<file path="src/rtl/lfsr_word_gen.sv">
// lfsr_word_gen
//   LFSR (Fibonacci or Galois) whose per-step output bit (the LSB before the
//   step) is collected LSB-first into WORD_BITS-wide words, handed off with a
//   valid/ready pair. A pending unaccepted word stalls the register.
//   All-zero next states are replaced by INIT_VALUE and counted.
//
// Ports
//   clk          : clock, rising edge
//   rst_n        : asynchronous active-low reset
//   random       : entropy bit XORed into the feedback on each step
//   enable       : permits stepping
//   seed_valid   : single-cycle seed load strobe (highest priority)
//   seed         : seed value
//   word_ready   : consumer accept
//   word_valid   : a word is available on word
//   word         : collected output bits
//   shiftreg     : current LFSR state
//   lockup_count : saturating count of all-zero recoveries
module lfsr_word_gen #(
  parameter int unsigned      WIDTH      = 16,
  parameter logic [WIDTH-1:0] INIT_VALUE = 16'hACE1,
  parameter logic [WIDTH-1:0] FEEDBACK   = 16'h002D,
  parameter int unsigned      MODE       = 0,
  parameter int unsigned      WORD_BITS  = 8
) (
  input  logic                 clk,
  input  logic                 rst_n,
  input  logic                 random,
  input  logic                 enable,
  input  logic                 seed_valid,
  input  logic [WIDTH-1:0]     seed,
  input  logic                 word_ready,
  output logic                 word_valid,
  output logic [WORD_BITS-1:0] word,
  output logic [WIDTH-1:0]     shiftreg,
  output logic [7:0]           lockup_count
);

  localparam int unsigned CNT_W = (WORD_BITS > 1) ? $clog2(WORD_BITS) : 1;

  typedef enum logic {FILL, HOLD} state_e;

  state_e               state_q, state_d;
  logic [WIDTH-1:0]     shiftreg_q, shiftreg_d;
  logic [WORD_BITS-1:0] word_q, word_d;
  logic                 word_valid_q, word_valid_d;
  logic [CNT_W-1:0]     bit_cnt_q, bit_cnt_d;
  logic [7:0]           lockup_count_q, lockup_count_d;

  logic [WIDTH-1:0]     next_sr;
  logic                 stall, accept, step, lockup_inc;

  always_comb begin
    state_d        = state_q;
    shiftreg_d     = shiftreg_q;
    word_d         = word_q;
    word_valid_d   = word_valid_q;
    bit_cnt_d      = bit_cnt_q;
    lockup_count_d = lockup_count_q;
    lockup_inc     = 1'b0;

    stall  = (state_q == HOLD) && !word_ready;
    accept = (state_q == HOLD) && word_ready;
    step   = enable && !seed_valid && !stall;

    if (MODE == 0) begin
      next_sr = {random ^ (^(shiftreg_q & FEEDBACK)), shiftreg_q[WIDTH-1:1]};
    end else begin
      next_sr = (shiftreg_q >> 1) ^ ((shiftreg_q[0] ^ random) ? FEEDBACK : '0);
    end

    if (seed_valid) begin
      if (seed == '0) begin
        shiftreg_d = INIT_VALUE;
        lockup_inc = 1'b1;
      end else begin
        shiftreg_d = seed;
      end
      word_d       = '0;
      word_valid_d = 1'b0;
      bit_cnt_d    = '0;
      state_d      = FILL;
    end else begin
      // Acceptance starts a fresh word; a step in the same cycle then drops
      // bit 0 of the next word into it, so there is no bubble.
      if (accept) begin
        state_d      = FILL;
        word_valid_d = 1'b0;
        word_d       = '0;
      end
      if (step) begin
        if (next_sr == '0) begin
          shiftreg_d = INIT_VALUE;
          lockup_inc = 1'b1;
        end else begin
          shiftreg_d = next_sr;
        end
        for (int unsigned i = 0; i < WORD_BITS; i++) begin
          if (CNT_W'(i) == bit_cnt_q) word_d[i] = shiftreg_q[0];
        end
        if (bit_cnt_q == CNT_W'(WORD_BITS - 1)) begin
          bit_cnt_d    = '0;
          state_d      = HOLD;
          word_valid_d = 1'b1;
        end else begin
          bit_cnt_d = bit_cnt_q + CNT_W'(1);
        end
      end
    end

    if (lockup_inc && (lockup_count_q != 8'hFF)) begin
      lockup_count_d = lockup_count_q + 8'd1;
    end
  end

  always_ff @(posedge clk or negedge rst_n) begin
    if (!rst_n) begin
      state_q        <= FILL;
      shiftreg_q     <= INIT_VALUE;
      word_q         <= '0;
      word_valid_q   <= 1'b0;
      bit_cnt_q      <= '0;
      lockup_count_q <= '0;
    end else begin
      state_q        <= state_d;
      shiftreg_q     <= shiftreg_d;
      word_q         <= word_d;
      word_valid_q   <= word_valid_d;
      bit_cnt_q      <= bit_cnt_d;
      lockup_count_q <= lockup_count_d;
    end
  end

  assign shiftreg     = shiftreg_q;
  assign word         = word_q;
  assign word_valid   = word_valid_q;
  assign lockup_count = lockup_count_q;

endmodule

</file>
<file path="config.mk">
export PLATFORM = sky130hd
export DESIGN_NAME = lfsr_word_gen
export DESIGN_NICKNAME = d
export VERILOG_FILES = /design/src/rtl/lfsr_word_gen.sv
export SDC_FILE = /design/constraint.sdc
export NUM_CORES = 1
export LEC_CHECK = 0
export BUFFER_PORTS_ARGS = -buffer_cell sky130_fd_sc_hd__buf_2
export CAP_MARGIN = 15
export CORE_ASPECT_RATIO = 0.6
export CORE_UTILIZATION = 47
export CTS_CLUSTER_SIZE = 10
export DETAILED_ROUTE_END_ITERATION = 8
export GPL_ROUTABILITY_DRIVEN = 0
export HOLD_SLACK_MARGIN = 0.06
export PLACE_DENSITY_LB_ADDON = 0.25
export SYNTH_ARGS = -nofsm -noshare
export SYNTH_HDL_FRONTEND = slang
export SYNTH_SLANG_ARGS = --single-unit
</file>
<file path="constraint.sdc">
create_clock -name clk -period 2.1 [get_ports clk]
set_clock_uncertainty 0.15 [all_clocks]
set_input_delay 0.42 -clock clk [delete_from_list [all_inputs] [get_ports clk]]
set_output_delay 0.42 -clock clk [all_outputs]
set_load 0.01 [all_outputs]
</file>
# Word-level counts from Yosys, hierarchy flattened
# Index checks and enable logic that the tools add are counted.
[totals] ff_bits=37 elab_cells=61 in_bits=22
[op_classes] n_eq_ne=9 n_bitwise=1 add_sub_neg=2 muxes=30 reduce_logical=13
[ops] cell="two-way mux 16 bit" n=4
[ops] cell="logical NOT 16 bit" n=2
[ops] cell="two-way mux 8 bit" n=3
[ops] cell="two-way mux 1 bit" n=20
[ops] cell="parity 16 bit" n=1
[ops] cell="== test 3 bit, first input constant" n=4
[ops] cell="two-way mux 3 bit" n=3
[ops] cell="adder 8 x 1 -> 8 bit, second input constant" n=1
[ops] cell="inequality test 8 bit, second input constant" n=1
[ops] cell="== test 2 x 3 -> 1 bit, first input constant" n=2
[ops] cell="logical AND 1 bit" n=5
[ops] cell="adder 3 x 1 -> 3 bit, second input constant" n=1
[ops] cell="== test 1 x 3 -> 1 bit, first input constant" n=1
[ops] cell="== test 3 bit, second input constant" n=1
[ops] cell="logical NOT 1 bit" n=3
[ops] cell="logical NOT 3 bit" n=1
[ops] cell="nonzero test 2 bit" n=1
[ops] cell="bitwise XOR 1 bit" n=1

# Longest topological paths before layout
# Gate-level depths: netlist of run 1.
[depth] word_depth=7 mapped_depth=6

# Worst setup path after synthesis of run 1
# Ideal clock, no wire load.
[synth_timing] kind="register to register" startpoint="register shiftreg_q[0] (netlist: shiftreg[0])" endpoint="register lockup_count_q[1] (netlist: lockup_count[1])" stages_incl_launch_ff=7 slack_ns=-0.186 setup_time_ns=0.125 arrival_ns=2.012 path_cell_list="dfstp_2 > buf_6 > xnor3_2 > xnor2_2 > nand3_2 > a21oi_1 > mux2_2"
[synth_between] elab_chain_len=7
[synth_lines] item="from (decl)" line_no="44" text="logic [WIDTH-1:0] shiftreg_q, shiftreg_d;"
[synth_lines] item="from (signal assigned)" line_no="126" text="shiftreg_q <= shiftreg_d;"
[synth_lines] item="parity 16 bit" line_no="67" text="next_sr = {random ^ (^(shiftreg_q & FEEDBACK)), shiftreg_q[WIDTH-1:1]};"
[synth_lines] item="bitwise XOR 1 bit" line_no="67"
[synth_lines] item="logical NOT 16 bit" line_no="92" text="if (next_sr == '0) begin"
[synth_lines] item="two-way mux 1 bit" line_no="92"
[synth_lines] item="two-way mux 1 bit" line_no="91" text="if (step) begin"
[synth_lines] item="two-way mux 1 bit" line_no="72" text="if (seed_valid) begin"
[synth_lines] item="logical AND 1 bit" line_no="111" text="if (lockup_inc && (lockup_count_q != 8'hFF)) begin"
[synth_lines] item="to (signal assigned)" line_no="130" text="lockup_count_q <= lockup_count_d;"
[synth_lines] item="to (decl)" line_no="48" text="logic [7:0] lockup_count_q, lockup_count_d;"
# No other way between the ends.
# A chain may end at the register's enable or synchronous reset.

# Final worst setup path of run 1
[layout_timing] startpoint="register shiftreg_q[2] (netlist: shiftreg[2])" endpoint="register lockup_count_q[7] (netlist: lockup_count[7])"
[layout_between] elab_chain_len=7
[layout_lines] item="parity 16 bit" line_no="67"
[layout_lines] item="bitwise XOR 1 bit" line_no="67"
[layout_lines] item="logical NOT 16 bit (*)" line_no="92"
[layout_lines] item="two-way mux 1 bit (*)" line_no="92"
[layout_lines] item="two-way mux 1 bit (*)" line_no="91"
[layout_lines] item="two-way mux 1 bit (*)" line_no="72"
[layout_lines] item="logical AND 1 bit (*)" line_no="111"
# Every way passes the cells marked *; elsewhere a longest branch is shown, timed or not.

==> flow_summary.json, run 1 <==
{
  "whs_ps": 191,
  "outcome": "finished clean",
  "cp_max_fo": 5,
  "start_util_pct": 49.2,
  "dieArea_mm2": 0.00459,
  "synthTopCellsByArea": "dfrtp_1 (36%), dfstp_2 (10%), nand2_1 (6.3%)",
  "cp.arrival_ps": 2100,
  "antenna_found_initial": 0,
  "grt_start_max_net_pins": 38,
  "multiInputGateArea_mm2": 0.00110,
  "fillers": 353,
  "post-route-period-util_pct": 98.3,
  "drt_iter0_drc": 107,
  "drive_gt1_share_pct": 37.9,
  "yosysUniqueCellTypes": 34,
  "hold_viol_final": 0,
  "final_net_count": 308,
  "drc": 0,
  "synth_nets": 237,
  "place_inst": 329,
  "place_area_mm2": 0.00245,
  "slew_viol_final": 0,
  "num_vias": 1817,
  "cts.clk_slew.worst_paths_ps": 80,
  "numCtsBuffers": 5,
  "relSlewSlack_pct": 60.3,
  "max_freq_ghz": 0.484,
  "period_needed_ps": 2060,
  "die_w_um": 86.8,
  "peakVddDrop_mv": 0.322,
  "grt_usage_pct": 23.8,
  "num_antenna_cells": 0,
  "drv_cap": 0,
  "ys.warnings.count": 0,
  "synth_area_leader_cell": "dfrtp_1",
  "end_kind": "flop",
  "core_mm2": 0.00412,
  "clock-root-buffer": "clkbuf_8",
  "p_leak_nw": 1.25,
  "final_area_mm2": 0.00264,
  "cts_max_level": 2,
  "drt-pass1-iter-count": 4,
  "netlist_instances": 208,
  "rows": 18,
  "synth-seq-cells": 37,
  "seq_area_um2": 937,
  "ioPinCount": 55,
  "async_flop_share_pct": 100,
  "synth.top_cell.area_share_pct": 35.8,
  "hold_class": "input port to flop",
  "setup_viol": 0,
  "routed_wirelength_um": 4890,
  "grt_pass1_wl_um": 7910,
  "ys_seq_area_share_pct": 46.1,
  "clk_latency_ps": 300,
  "synth_edf_count": 0,
  "antenna_left": 0,
  "io_buffer_count": 54,
  "vias_per_cell": 5.34,
  "clock-sinks": 37,
  "cp.required_ps": 2140,
  "dp_hpwl_um": 3650,
  "rsz0062_at_grt": "yes",
  "overflow": 0,
  "clockBufferDepth": 2,
  "power.density_mw_per_mm2": 690,
  "syn_to_final_growth_pct": 30.2,
  "worst_pin_slew_ps": 594,
  "critPathLaunchType": "flop",
  "grt_pass1_vias": 1604,
  "worstSetupPathType": "flop to flop",
  "synthFlopType": "dfrtp_1",
  "cts_tree": "yes",
  "synth.cell_area_mm2": 0.00203,
  "stdcell_count": 340,
  "wl_per_cell_um": 14.4,
  "die_h_um": 52.9,
  "synth.avg_cell_area_um2": 9.76
}
## per-stage QoR
step                power (mW)  TNS (ps)  utilization (%)  setup slack [ps]
floorplan                 1.00         0                -              8.44
global placement          1.16      -963             59.5              -187
detailed placement        1.16      -629             59.5              -144
CTS                       1.83         0             63.2              4.35
global route              1.90     -23.1             64.1             -13.4
finish                    1.82         0             64.1              35.2
## layout by cell type (no fill, tap or decap), types with 2 or more instances in the layout
cell type and instances:
mux2_2 9, dfstp_2 8, nand2_1 34, nand3_1 19, clkbuf_8 6, buf_4 16, dfrtp_1 28, nand2b_1 3
nor3_1 2, nand4_1 3, o21ai_1 2, nor2_1 13, buf_2 54, inv_1 4, o21ai_0 12, xor2_1 2
ha_1 7, nor4_1 6, mux2i_1 11, a21oi_1 14, nor4_2 2, o2bb2ai_1 4
## kinds of logic (layout without fill, tap and decap cells)
group | count (synthesis) | after routing | share of synthesized area [%]
compound gates | 38 | 38 | 11.8
fa+ha+maj | 7 | 7 | 4.32
mux | 20 | 20 | 10.4
xor+xnor | 5 | 5 | 3.27
flops | 37 | 37 | 46.1
simple gates | 90 | 90 | 21.6
buf+inv | 11 | 83 | 2.40
## registers in the layout, indices dropped and copies added, names as in the netlist
register	count
bit_cnt_q	3
word_valid	1
state_q	1
word	8
lockup_count	8
shiftreg	16
## critical path, stage by stage, from the launching register on
cell and delay (ps):
dfrtp_2 450, xnor3_2 420, xnor2_4 180, and3_4 240
o211ai_1 180, mux2_2 350
## cell type report
class                      count  area share (%)
tap                           60            2.84
clock inverter                 1            1.14
timing repair buffer          71            15.2
clock buffer                   7            3.27
multi-input combinational    160            41.6
inverter                       4           0.568
sequential                    37            35.5
## power breakdown
part	switching (mW)	internal [mW]
clock	0.254	0.387
sequential	0.0502	0.771
combinational	0.189	0.172
total	0.493	1.33
## cell usage after synthesis, types with 2 or more instances
cell type  number
a21oi_1        15
and4_1          2
clkbuf_1        6
dfrtp_1        29
dfstp_2         8
ha_1            7
inv_1           4
mux2_2          9
mux2i_1        11
nand2_1        34
nand2b_1        3
nand3_1        19
nand4_1         3
nor2_1         13
nor3_1          2
nor4_1          8
o21ai_0        14
o2bb2ai_1       4
xor2_1          2
## routing by layer
metal  vias up  GRT usage, %  part of all wire, %
li1        892             -                    -
met5         -             0                    0
met4         0          8.89                 0.82
met2        75          31.0                   39
met3         6          7.49                  8.0
met1       844          36.2                   53
## worst paths after layout
check | start | depth (start not counted) | slack (ps) | endpoint
hold / removal | seed[9] | 3 | 190 | shiftreg[9]
setup reg to reg | shiftreg[2] | 5 | 40 | lockup_count[7]
max in group asynchronous | rst_n | 3 | 890 | shiftreg[5]
setup / recovery | shiftreg[2] | 5 | 40 | lockup_count[7]
hold reg to reg | lockup_count[5] | 1 | 360 | lockup_count[5]
min in group asynchronous | rst_n | 3 | 540 | shiftreg[1]
## timing repair
item,4_1_cts,5_1_grt
setup endpoints to repair,3,6
endpoints found under the hold margin,29,0
buffers inserted,1,1
cloned,0,0
pin swaps,0,2
gates resized for setup,2,8
hold buffers,1,0
No activity file was read; power rests on OpenSTA's default activity.
==> run 2: changes to the inputs <==
Settings changed: ABC_AREA set to 1, CORE_MARGIN set to 1, CORE_UTILIZATION 47 to 48.
==> run 2 against run 1 <==
Fmax increased by 19%; global-route usage fell by 0.22 points; critical path depth down 4; setup slack gained 330 ps; largest power group unchanged; combinational power fell by 14%; clock-buffer cell count is 2 lower.
==> flow_summary.json, run 2 <==
{
  "cp_cell_sequence": "buf_2",
  "period_needed_ps": 1730,
  "drt-pass1-iter-count": 7,
  "slew_viol_final": 0,
  "r2r_setup_slack_ps": 370,
  "clockBufferDepth": 2,
  "synthFlopType": "dfrtp_1",
  "setup_tns_ps": 0,
  "cp.required_ps": 1530,
  "rsz0062_at_grt": "no",
  "num_vias": 1970,
  "setup_viol": 0,
  "numCtsBuffers": 5,
  "antenna_found_initial": 0,
  "max_freq_ghz": 0.577,
  "final_net_count": 342,
  "antenna_left": 0,
  "grt_start_max_net_pins": 38,
  "num_antenna_cells": 0,
  "cp.arrival_ps": 1160,
  "hold_start": "seed[13]",
  "p_sw_share_pct": 27.1,
  "cts_tree": "yes",
  "synth_nets": 285,
  "vias_per_cell": 5.27,
  "holdPathStages": 3,
  "grt_usage_pct": 23.6,
  "peakVddDrop_mv": 0.500,
  "use_met3_pct": 5.37,
  "start_util_pct": 51.4,
  "die_w_um": 88.7,
  "synth_area_leader_cell": "dfrtp_1",
  "drt_iter0_drc": 112,
  "slowest_delay_ps": 680,
  "intPower_mw": 1.37,
  "largest_reg_flops": 16,
  "ys_seq_area_share_pct": 43.2,
  "worst_pin_slew_ps": 472,
  "ioPinCount": 55,
  "synth-seq-cells": 37,
  "combPwrFrac_pct": 16.6,
  "netlist_instances": 256,
  "cp_max_fo": 11,
  "top_usage_layer": "met1",
  "post-synth-top-count-cell": "nand2_1",
  "relSlewSlack_pct": 68.5,
  "worstSetupPathType": "flop to output pin",
  "drive_gt1_share_pct": 30.3,
  "switching_power_mw": 0.506,
  "reg2reg_to": "lockup_count[2]",
  "cp_slowest_cell": "dfstp_2",
  "synth_edf_count": 0,
  "synthTopCellsByArea": "dfrtp_1 (34%), nand2_1 (12%), dfstp_2 (9.7%)",
  "drc": 0,
  "final_cell_mix": "nand2_1 (69), buf_2 (54), dfrtp_1 (29)",
  "die_h_um": 54.0,
  "synth.cell_area_mm2": 0.00216,
  "setup_ws_ps": 367,
  "clk_latency_ps": 290,
  "hold_viol_final": 0,
  "yosysUniqueCellTypes": 36,
  "overflow": 0,
  "grt_pass1_vias": 1646,
  "outcome": "finished clean",
  "hold_path_end": "shiftreg[13]",
  "pwr-share-seq_pct": 44.3,
  "critPathLaunchType": "flop",
  "clkPwrFrac_pct": 39.1,
  "p_leak_nw": 1.36,
  "post-route-period-util_pct": 82.5,
  "cts.clk_slew.worst_paths_ps": 80,
  "hold_class": "input port to flop",
  "clock-root-buffer": "clkbuf_8",
  "routed_wirelength_um": 5250,
  "dp_hpwl_um": 3900,
  "final_common_cell": "nand2_1",
  "synth_common_cells": "nand2_1 (69), dfrtp_1 (29), nor2_1 (23)",
  "power.density_mw_per_mm2": 712,
  "use_met2_pct": 32.6,
  "synth.avg_cell_area_um2": 8.46,
  "use_met1_pct": 37.2,
  "crit_family": "flip-flops",
  "dieArea_mm2": 0.00479,
  "syn_to_final_growth_pct": 21.4,
  "end_kind": "output pin",
  "r2r_start": "shiftreg[0]",
  "grt_pass1_wl_um": 8260,
  "cts_max_level": 2,
  "ys.warnings.count": 0,
  "drv_cap": 0,
  "wl_per_cell_um": 14.0,
  "synth.top_cell.area_share_pct": 33.5,
  "async_flop_share_pct": 100,
  "pre_cts_ws_ps": 250,
  "clock-sinks": 37,
  "core_mm2": 0.00421,
  "whs_ps": 252,
  "critical_path_buf_inv_count": 1,
  "reg2reg_depth": 8,
  "fillers": 385,
  "rows": 18,
  "io_buffer_count": 54
}
## run 2: logic make-up (layout without fill, tap and decap cells)
logic type      count (synthesis)  in the layout  share of synthesized area [%]
simple gates                  141            141                           33.2
compound gates                 37             37                           10.8
flops                          37             37                           43.2
buf+inv                        27             85                           5.55
fa+ha+maj                       7              7                           4.05
xor+xnor                        7              7                           3.18
## run 2: layout make-up
type | count | area [um2] | area share [%]
multi-input cells | 192 | 1110 | 42.2
flip-flops and latches | 37 | 936 | 35.6
repair buffers | 58 | 303 | 11.5
well taps | 60 | 75.1 | 2.86
inverters | 19 | 71.3 | 2.71
clock buffers | 5 | 68.8 | 2.62
clock inverters | 3 | 65.1 | 2.48
## run 2: how the worst max path moves through the flow
| stage | startpoint | cells past startpoint | slack (ps) | endpoint |
|---|---|---|---|---|
| 2_1_floorplan | shiftreg[0] | 9 | 480 | lockup_count[6] |
| 5_1_grt | shiftreg[0] | 8 | 240 | lockup_count[7] |
| 6_report | shiftreg[0] | 1 | 370 | shiftreg[0] |
| 4_1_cts | shiftreg[0] | 8 | 360 | lockup_count[2] |
| 3_5_place_dp | word_ready | 8 | 250 | word[5] |
| 3_3_place_gp | word_ready | 8 | 290 | word[5] |
## run 2: worst reg2reg max path, cell delays in order, from the launching register on
cell,delay (ps)
dfstp_2,680
xnor2_2,160
nand3_2,110
nand2_4,100
nand3_4,90
nand2_8,130
nand2_8,80
nand2_1,60
nand2_1,50
## run 2: power groups by stage
stage | Combinational (mW) | Clock, mW | Sequential, mW
5_1_grt | 0.351 | 0.771 | 0.837
2_1_floorplan | 0.184 | 0 | 0.845
6_report | 0.311 | 0.732 | 0.829
3_5_place_dp | 0.307 | 0 | 0.841
4_1_cts | 0.311 | 0.738 | 0.828
3_3_place_gp | 0.303 | 0 | 0.841
## run 2: metal layers
layer	vias up	share of wire (%)
met5	-	0
met4	0	0.57
met3	4	7.6
met2	79	39
met1	907	53
li1	980	-
## run 2: repair_timing
action	in CTS	in global routing
setup buffers	0	0
hold endpoints to repair	29	0
resized for setup	0	0
hold buffers	1	0
## run 2: through the flow
| step | total power [mW] | instance area [um2] | std cells | utilization [%] |
|---|---|---|---|---|
| finish | 1.87 | 2630 | 374 | 62.4 |
| global route | 1.96 | 2630 | 374 | 62.4 |
| CTS | 1.88 | 2630 | 374 | 62.4 |
| detailed placement | 1.15 | 2480 | 365 | 59.0 |
| global placement | 1.14 | 2480 | 365 | 59.0 |
| floorplan | 1.03 | 2160 | 256 | - |
==> run 3: changes to the inputs <==
Settings changed: ABC_AREA 1 to 0, CORE_UTILIZATION 48 to 52.
Clock period 2.1 ns to 1.7 ns, I/O delays scaled along.
==> run 3 against run 2 <==
The flow now finishes with violations (setup timing); non-clock buffer count increased by 48; global-route usage increased by 4.9 points; clock-buffer cell count increased by 2; cell area increased by 10%; clock power decreased by 19%.
==> flow_summary.json, run 3 (same netlist as run 1, synthesis figures left out) <==
{
  "reg2reg_depth": 5,
  "hold_viol_final": 0,
  "largest_reg_flops": 16,
  "clockBufferDepth": 2,
  "antenna_found_initial": 0,
  "routed_wirelength_um": 5200,
  "outcome": "finished, violations left",
  "vias_per_cell": 5.40,
  "holdPathStages": 3,
  "cp.required_ps": 1720,
  "relSlewSlack_pct": 70.6,
  "cp_max_fo": 5,
  "post-route-period-util_pct": 122,
  "numCtsBuffers": 5,
  "antenna_left": 0,
  "num_antenna_cells": 0,
  "combPwrFrac_pct": 25.7,
  "cts_tree": "yes",
  "worstSetupPathType": "flop to flop",
  "drv_cap": 0,
  "clock-sinks": 37,
  "period_needed_ps": 2070,
  "max_freq_ghz": 0.482,
  "drt_iter0_drc": 129,
  "grt_start_max_net_pins": 21,
  "fillers": 269,
  "grt_pass1_vias": 1760,
  "drive_gt1_share_pct": 47.0,
  "dieArea_mm2": 0.00416,
  "wl_per_cell_um": 14.4,
  "power.density_mw_per_mm2": 738,
  "rows": 17,
  "pwr-share-seq_pct": 46.5,
  "failed_checks": "setup timing",
  "overflow": 0,
  "die_h_um": 50.4,
  "intPower_mw": 1.51,
  "critPathLaunchType": "flop",
  "peakVddDrop_mv": 0.556,
  "p_leak_nw": 1.43,
  "drc": 0,
  "die_w_um": 82.7,
  "rsz0062_at_grt": "yes",
  "setup_tns_ps": -3620,
  "setup_viol": 16,
  "cts_max_level": 2,
  "final_net_count": 343,
  "clkPwrFrac_pct": 27.8,
  "end_kind": "flop",
  "switching_power_mw": 0.626,
  "syn_to_final_growth_pct": 42.8,
  "drt-pass1-iter-count": 4,
  "grt_usage_pct": 28.5,
  "clk_latency_ps": 290,
  "setup_ws_ps": -375,
  "final_cell_mix": "buf_2 (54), buf_4 (50), nand2_1 (33)",
  "num_vias": 1953,
  "cp.arrival_ps": 2100,
  "ioPinCount": 55,
  "io_buffer_count": 54,
  "clock-root-buffer": "clkbuf_8",
  "worst_pin_slew_ps": 441,
  "pre_cts_ws_ps": -417,
  "hold_class": "input port to flop",
  "final_common_cell": "buf_2",
  "p_sw_share_pct": 29.3,
  "start_util_pct": 54.8,
  "slew_viol_final": 0,
  "core_mm2": 0.00370,
  "dp_hpwl_um": 3900,
  "cts.clk_slew.worst_paths_ps": 70,
  "grt_pass1_wl_um": 8510
}
==> run 3: cell types whose count changed in the layout (fill, tap and decap cells not counted), moves of 4 or more <==
cell / delta
mux2_2: +7
mux2i_1: +11
a22oi_1: -4
nor3_1: -6
a32oi_1: -6
inv_2: -4
xor2_1: -4
inv_1: -10
nor2_1: -12
buf_4: +47
nand2_2: -5
nand2_1: -36
==> run 3: repair_timing <==
| action | in CTS | in global routing |
|---|---|---|
| resized for setup | 12 | 0 |
| hold buffers | 1 | 0 |
| hold endpoints to repair | 13 | 0 |
| buffers inserted | 1 | 0 |
| setup endpoints to repair | 16 | 16 |
| pin swaps | 6 | 0 |
==> run 3: area by class of cell <==
class	instances	area [um2]	area share, %
clock buffer	7	76.3	2.63
multi-input combinational	160	1130	39.0
inverter	4	15.0	0.518
tap	47	58.8	2.03
timing repair buffer	106	676	23.3
sequential	37	936	32.3
clock inverter	1	5.00	0.173
==> run 3: through the flow <==
| stage | instance area, um2 | utilization (%) | power, mW | hold slack (ps) | std cells |
|---|---|---|---|---|---|
| 2_1_floorplan | 2060 | - | 1.24 | -106 | 208 |
| 3_3_place_gp | 2740 | 74.1 | 1.51 | 154 | 352 |
| 3_5_place_dp | 2740 | 74.1 | 1.51 | 155 | 352 |
| 4_1_cts | 2900 | 78.3 | 2.14 | 131 | 362 |
| 5_1_grt | 2900 | 78.3 | 2.24 | 146 | 362 |
| 6_report | 2900 | 78.3 | 2.14 | 136 | 362 |
==> run 3: worst paths after layout <==
| check | slack [ps] | from | end |
|---|---|---|---|
| worst max register to register | -370 | shiftreg[3] | lockup_count[7] |
| max in group asynchronous | 480 | rst_n | shiftreg[15] |
| worst min-delay path | 140 | seed[8] | shiftreg[8] |
| worst max-delay path | -370 | shiftreg[3] | lockup_count[7] |
| min in group asynchronous | 370 | rst_n | word[6] |
| worst min register to register | 350 | lockup_count[5] | lockup_count[5] |
==> run 3: power by group through the flow <==
stage	sequential (mW)	combinational [mW]	clock, mW
2_1_floorplan	1.04	0.202	0
6_report	0.995	0.549	0.594
3_5_place_dp	1.01	0.506	0
5_1_grt	1.00	0.594	0.640
4_1_cts	0.994	0.540	0.604
3_3_place_gp	1.01	0.499	0
==> run 3: metal layers <==
metal	share of wire, %	track usage (%)	vias to the layer above
li1	-	-	958
met5	0	0	-
met4	0.40	7.76	0
met2	40	38.5	59
met3	6.4	6.00	2
met1	53	45.1	934
==> run 3: critical path, cell delays in order, from the launching register on <==
cell      delay (ps)
dfrtp_1          380
xnor3_2          450
xnor2_2          190
and3_4           220
o211ai_1         210
mux2_2           360
